--- src/rtl/load_extend_unit.sv ---
// rtl/load_extend_unit.sv - load alignment/extension stage with 2-entry elastic output buffer
module load_extend_unit #(
  parameter int DATA_W = 32,
  parameter int AW     = $clog2(DATA_W / 8),
  parameter int CNT_W  = 16
) (
  input  logic              clk,
  input  logic              rst,
  input  logic              in_valid,
  output logic              in_ready,
  input  logic [AW-1:0]     in_addr,
  input  logic [1:0]        in_size,
  input  logic              in_uns,
  input  logic [DATA_W-1:0] in_rdata,
  output logic              out_valid,
  input  logic              out_ready,
  output logic [DATA_W-1:0] out_data,
  output logic              out_err,
  output logic [CNT_W-1:0]  err_cnt
);

  typedef enum logic [1:0] {EMPTY, ONE, FULL} state_t;

  state_t              state_q, state_d;
  logic [DATA_W-1:0]   main_data_q, main_data_d, skid_data_q, skid_data_d;
  logic                main_err_q, main_err_d, skid_err_q, skid_err_d;
  logic [CNT_W-1:0]    err_cnt_q, err_cnt_d;

  logic [DATA_W-1:0]   sh, mask, res_data;
  logic [63:0]         mask64;
  logic [2:0]          addr3;
  logic                sign, res_err, accept, drain;

  // Field mask is built at 64 bits and truncated so one path serves both widths.
  always_comb begin
    sh      = in_rdata >> {in_addr, 3'b000};
    addr3   = 3'(in_addr);
    mask64  = '1;
    sign    = sh[DATA_W-1];
    res_err = 1'b0;
    case (in_size)
      2'd0: begin
        mask64 = 64'h0000_0000_0000_00FF;
        sign   = sh[7];
      end
      2'd1: begin
        mask64  = 64'h0000_0000_0000_FFFF;
        sign    = sh[15];
        res_err = addr3[0];
      end
      2'd2: begin
        mask64  = 64'h0000_0000_FFFF_FFFF;
        sign    = sh[31];
        res_err = (addr3[1:0] != 2'b00);
      end
      default: begin
        res_err = (DATA_W == 32) || (addr3 != 3'b000);
      end
    endcase
    mask     = mask64[DATA_W-1:0];
    res_data = (sh & mask) | ((sign & ~in_uns) ? ~mask : '0);
    if (res_err) res_data = '0;
  end

  assign in_ready  = (state_q != FULL);
  assign out_valid = (state_q != EMPTY);
  assign out_data  = main_data_q;
  assign out_err   = main_err_q;
  assign err_cnt   = err_cnt_q;
  assign accept    = in_valid & in_ready;
  assign drain     = out_valid & out_ready;

  always_comb begin
    state_d     = state_q;
    main_data_d = main_data_q;
    main_err_d  = main_err_q;
    skid_data_d = skid_data_q;
    skid_err_d  = skid_err_q;
    err_cnt_d   = err_cnt_q;
    if (accept && res_err && !(&err_cnt_q)) err_cnt_d = err_cnt_q + 1'b1;
    case (state_q)
      EMPTY: begin
        if (accept) begin
          state_d     = ONE;
          main_data_d = res_data;
          main_err_d  = res_err;
        end
      end
      ONE: begin
        if (accept && drain) begin
          main_data_d = res_data;
          main_err_d  = res_err;
        end else if (accept) begin
          state_d     = FULL;
          skid_data_d = res_data;
          skid_err_d  = res_err;
        end else if (drain) begin
          state_d = EMPTY;
        end
      end
      FULL: begin
        // in_ready is low here, so only the skid-to-main move can happen.
        if (drain) begin
          state_d     = ONE;
          main_data_d = skid_data_q;
          main_err_d  = skid_err_q;
        end
      end
      default: state_d = EMPTY;
    endcase
  end

  always_ff @(posedge clk or posedge rst) begin
    if (rst) begin
      state_q     <= EMPTY;
      main_data_q <= '0;
      main_err_q  <= 1'b0;
      skid_data_q <= '0;
      skid_err_q  <= 1'b0;
      err_cnt_q   <= '0;
    end else begin
      state_q     <= state_d;
      main_data_q <= main_data_d;
      main_err_q  <= main_err_d;
      skid_data_q <= skid_data_d;
      skid_err_q  <= skid_err_d;
      err_cnt_q   <= err_cnt_d;
    end
  end

endmodule

--- config.mk ---
export PLATFORM = sky130hd
export DESIGN_NAME = load_extend_unit
export DESIGN_NICKNAME = d
export VERILOG_FILES = /design/src/rtl/load_extend_unit.sv
export SDC_FILE = /design/constraint.sdc
export NUM_CORES = 1
export LEC_CHECK = 0
export ABC_CLOCK_PERIOD_IN_PS = 3250
export CAP_MARGIN = 20
export CORE_MARGIN = 8
export CORE_UTILIZATION = 40
export CTS_BUF_LIST = sky130_fd_sc_hd__clkbuf_8 sky130_fd_sc_hd__clkbuf_16
export DETAILED_ROUTE_END_ITERATION = 7
export PLACE_DENSITY = 0.66
export RECOVER_POWER = 100
export SLEW_MARGIN = 20
export SYNTH_ARGS = -nofsm -noshare
export SYNTH_HDL_FRONTEND = slang
export SYNTH_SLANG_ARGS = --single-unit
--- constraint.sdc ---
create_clock -name clk -period 3.25 [get_ports clk]
set_input_delay 0.65 -clock clk [delete_from_list [all_inputs] [get_ports clk]]
set_output_delay 0.65 -clock clk [all_outputs]
set_load 0.01 [all_outputs]
==> metrics <==
initial antenna violation count=0; TNS Setup=0 ps; post-synthesis net count=442; post-CTS sizing=0; CP Class=input port to register; Starting Density=40.9%; Cells after Synth=400; Rows=37; slew margin rel.=-13.5%; CP endpoint kind=register; Worst-Skew Late Latency=350 ps; Final ANT Viol Nets=0; CORE AREA=10200 sq um; Mapped Avg Cell Area=10.5 sq um; register area=2100 sq um; number of global-route vias before repair=3631; hold_ws=477 ps; number of enable flip-flop cells after synthesis=0; synth-to-layout area growth=30.7%; #FFs+latches synth=84; Num CTS Buffers=9; mapped cell area=4180 sq um; endpoints failing setup=0; Final Max Slew Viols=39; PwrDens=578 nW/um^2; die height=118 microns; min-delay worst type=register to register; Clock Skews=10.9 ps; # diodes=0; R2R Setup Slk=950 ps; worst stage delay on the critical path=850 ps; # nets final=531; PortBufs=91; Main synth FF type=dfrtp_1; VDD IR max=0.244 mV; status=complete, but fails checks; CTS clk-pin slew, worst paths=90 ps; Pleak=2.31 nW; power consumption=3.16 mW; crit start category=input port; RSZ-0062 raised after global routing=false; Cell variety after synth=43; CTS tree=done; failing checks=max-capacitance violations, max-slew violations; Root Driver=clkbuf_8; fmax=357 MHz; Synth Warn #=0; DRT iter0 DRCs=217; Worst Path Buf+Inv=2; register area share after synthesis=50.2%; die area=14000 sq um; gr usage total=17.0%; dpl hpwl=8560 microns; largest net degree at the start of global routing=47; WL final=11800 microns; Worst Tran Pin Value=1690 ps; CP delay by family, top=simple AND/OR/NAND/NOR gates; multi-input logic area=1950 sq um; clk sinks=84; crit path time final=2800 ps; Async SR Flop Fraction=100%; # fillers=936; router iterations before antenna repair=4; total grt overflow=0; worst path required time=3540 ps; Final Hold Vio Count=0; io pins=92; Die X=118 microns; WL per Instance=18.7 microns; vias per inst=5.71; share of post-route cells with drive strength above 1=11.9%; crit path max-delay cell type=nor3_2; htree depth=3; global-route wire length before repair=19400 microns; CTS Hold Buffers Added=0; Final Cycle Share=86.2%; vias=3596; DRC viols=0; RePlAce Congestion=0.818; Clock Path Buffers=2; max_cap viols=1; Crit Path Max Fanout=16; post-CTS setup buffers=0; worst path cell trace=dlygate4sd3_1 -> o21ai_0 -> buf_4 -> nand2_1 -> nor3_2 -> a221o_1; Crit path arrival time=3090 ps
[synth_stat cells (4+ instances only)]
cell type,n,share of area [%]
dfrtp_1,84,50
nor2_1,50,4.5
o21ai_0,35,4.2
nand2_1,29,2.6
a221oi_1,24,5.0
clkbuf_1,21,1.9
a221o_1,16,3.8
a21oi_1,12,1.4
nand3_1,12,1.4
mux2_2,10,2.7
mux2i_1,10,2.4
o22ai_1,10,1.5
a21boi_0,8,1.4
a22o_1,8,1.7
mux4_2,8,4.3
buf_2,7,0.84
xnor2_1,6,1.3
xor2_1,5,1.0
inv_1,4,0.36
[final timing paths]
path / cells past startpoint / start / end
hold / removal: 2 / out_data[0] / out_data[0]
hold reg to reg: 2 / out_data[0] / out_data[0]
setup / recovery: 6 / in_addr[0] / skid_data_q[29]
max in group asynchronous: 3 / rst / skid_data_q[18]
min in group asynchronous: 2 / rst / err_cnt[7]
setup reg to reg: 5 / state_q[1] / out_data[18]
[tightest hold or removal path, delay by kind of cell, from the launching register on]
kind,cells,cell delay (ps)
flip-flops,1,340
AO/OA/AOI/OAI,1,60
AND/OR/NAND/NOR,1,50
[kinds of logic after synthesis]
family / count (synthesis) / synth area share, %
xor+xnor: 11 / 2.30
simple gates: 116 / 13.1
fa+ha+maj: 1 / 0.299
flops: 84 / 50.2
buf+inv: 34 / 3.26
mux: 28 / 9.39
compound gates: 126 / 21.4
[placed cells by master, fill, tap and decap left out, types with 9 or more instances in the layout]
master	synthesis	final
a21oi_1	12	12
a221oi_1	24	24
mux2i_1	10	10
mux2_2	10	10
buf_4	0	15
o22ai_1	10	9
a221o_1	16	16
o21ai_0	35	35
clkbuf_8	0	10
nand3_1	12	12
nor2_1	50	51
dlygate4sd3_1	0	54
nand2_1	29	29
clkdlybuf4s50_1	0	37
dfrtp_1	84	84
[final cells by class]
cell class	count	area share, %
sequential	84	38.4
multi-input combinational	282	35.6
timing repair buffer	108	19.1
tap	136	3.11
clock buffer	10	2.52
clock inverter	6	0.869
inverter	4	0.297
[state kept, by name, summed over array words and instances, names as in the netlist]
| name | flops |
|---|---|
| err_cnt | 16 |
| state_q | 2 |
| out_data | 32 |
| out_err | 1 |
| skid_err_q | 1 |
| skid_data_q | 32 |
[power by group]
part / internal (mW) / switching [mW] / leakage, nW
sequential: 1.30 / 0.175 / 1.08
combinational: 0.504 / 0.491 / 1.15
clock: 0.302 / 0.390 / 0.0811
[through the flow]
step / setup WS [ps] / utilization [%] / std cells / cell area, sq um
after floorplan: 435 / - / 400 / 4180
after global placement: 239 / 51.7 / 614 / 5290
after detailed placement: 143 / 51.7 / 614 / 5290
after CTS: 508 / 53.6 / 630 / 5480
after global routing: 301 / 53.5 / 630 / 5470
final: 450 / 53.5 / 630 / 5470
[routing by layer]
layer	up-vias	track usage (%)	part of all wire, %
met1	1746	22.2	43
met5	-	0	0
met3	24	4.19	7.5
li1	1678	-	-
met2	148	26.1	46
met4	0	7.61	3.0
Power figures use the tool's default switching activity.
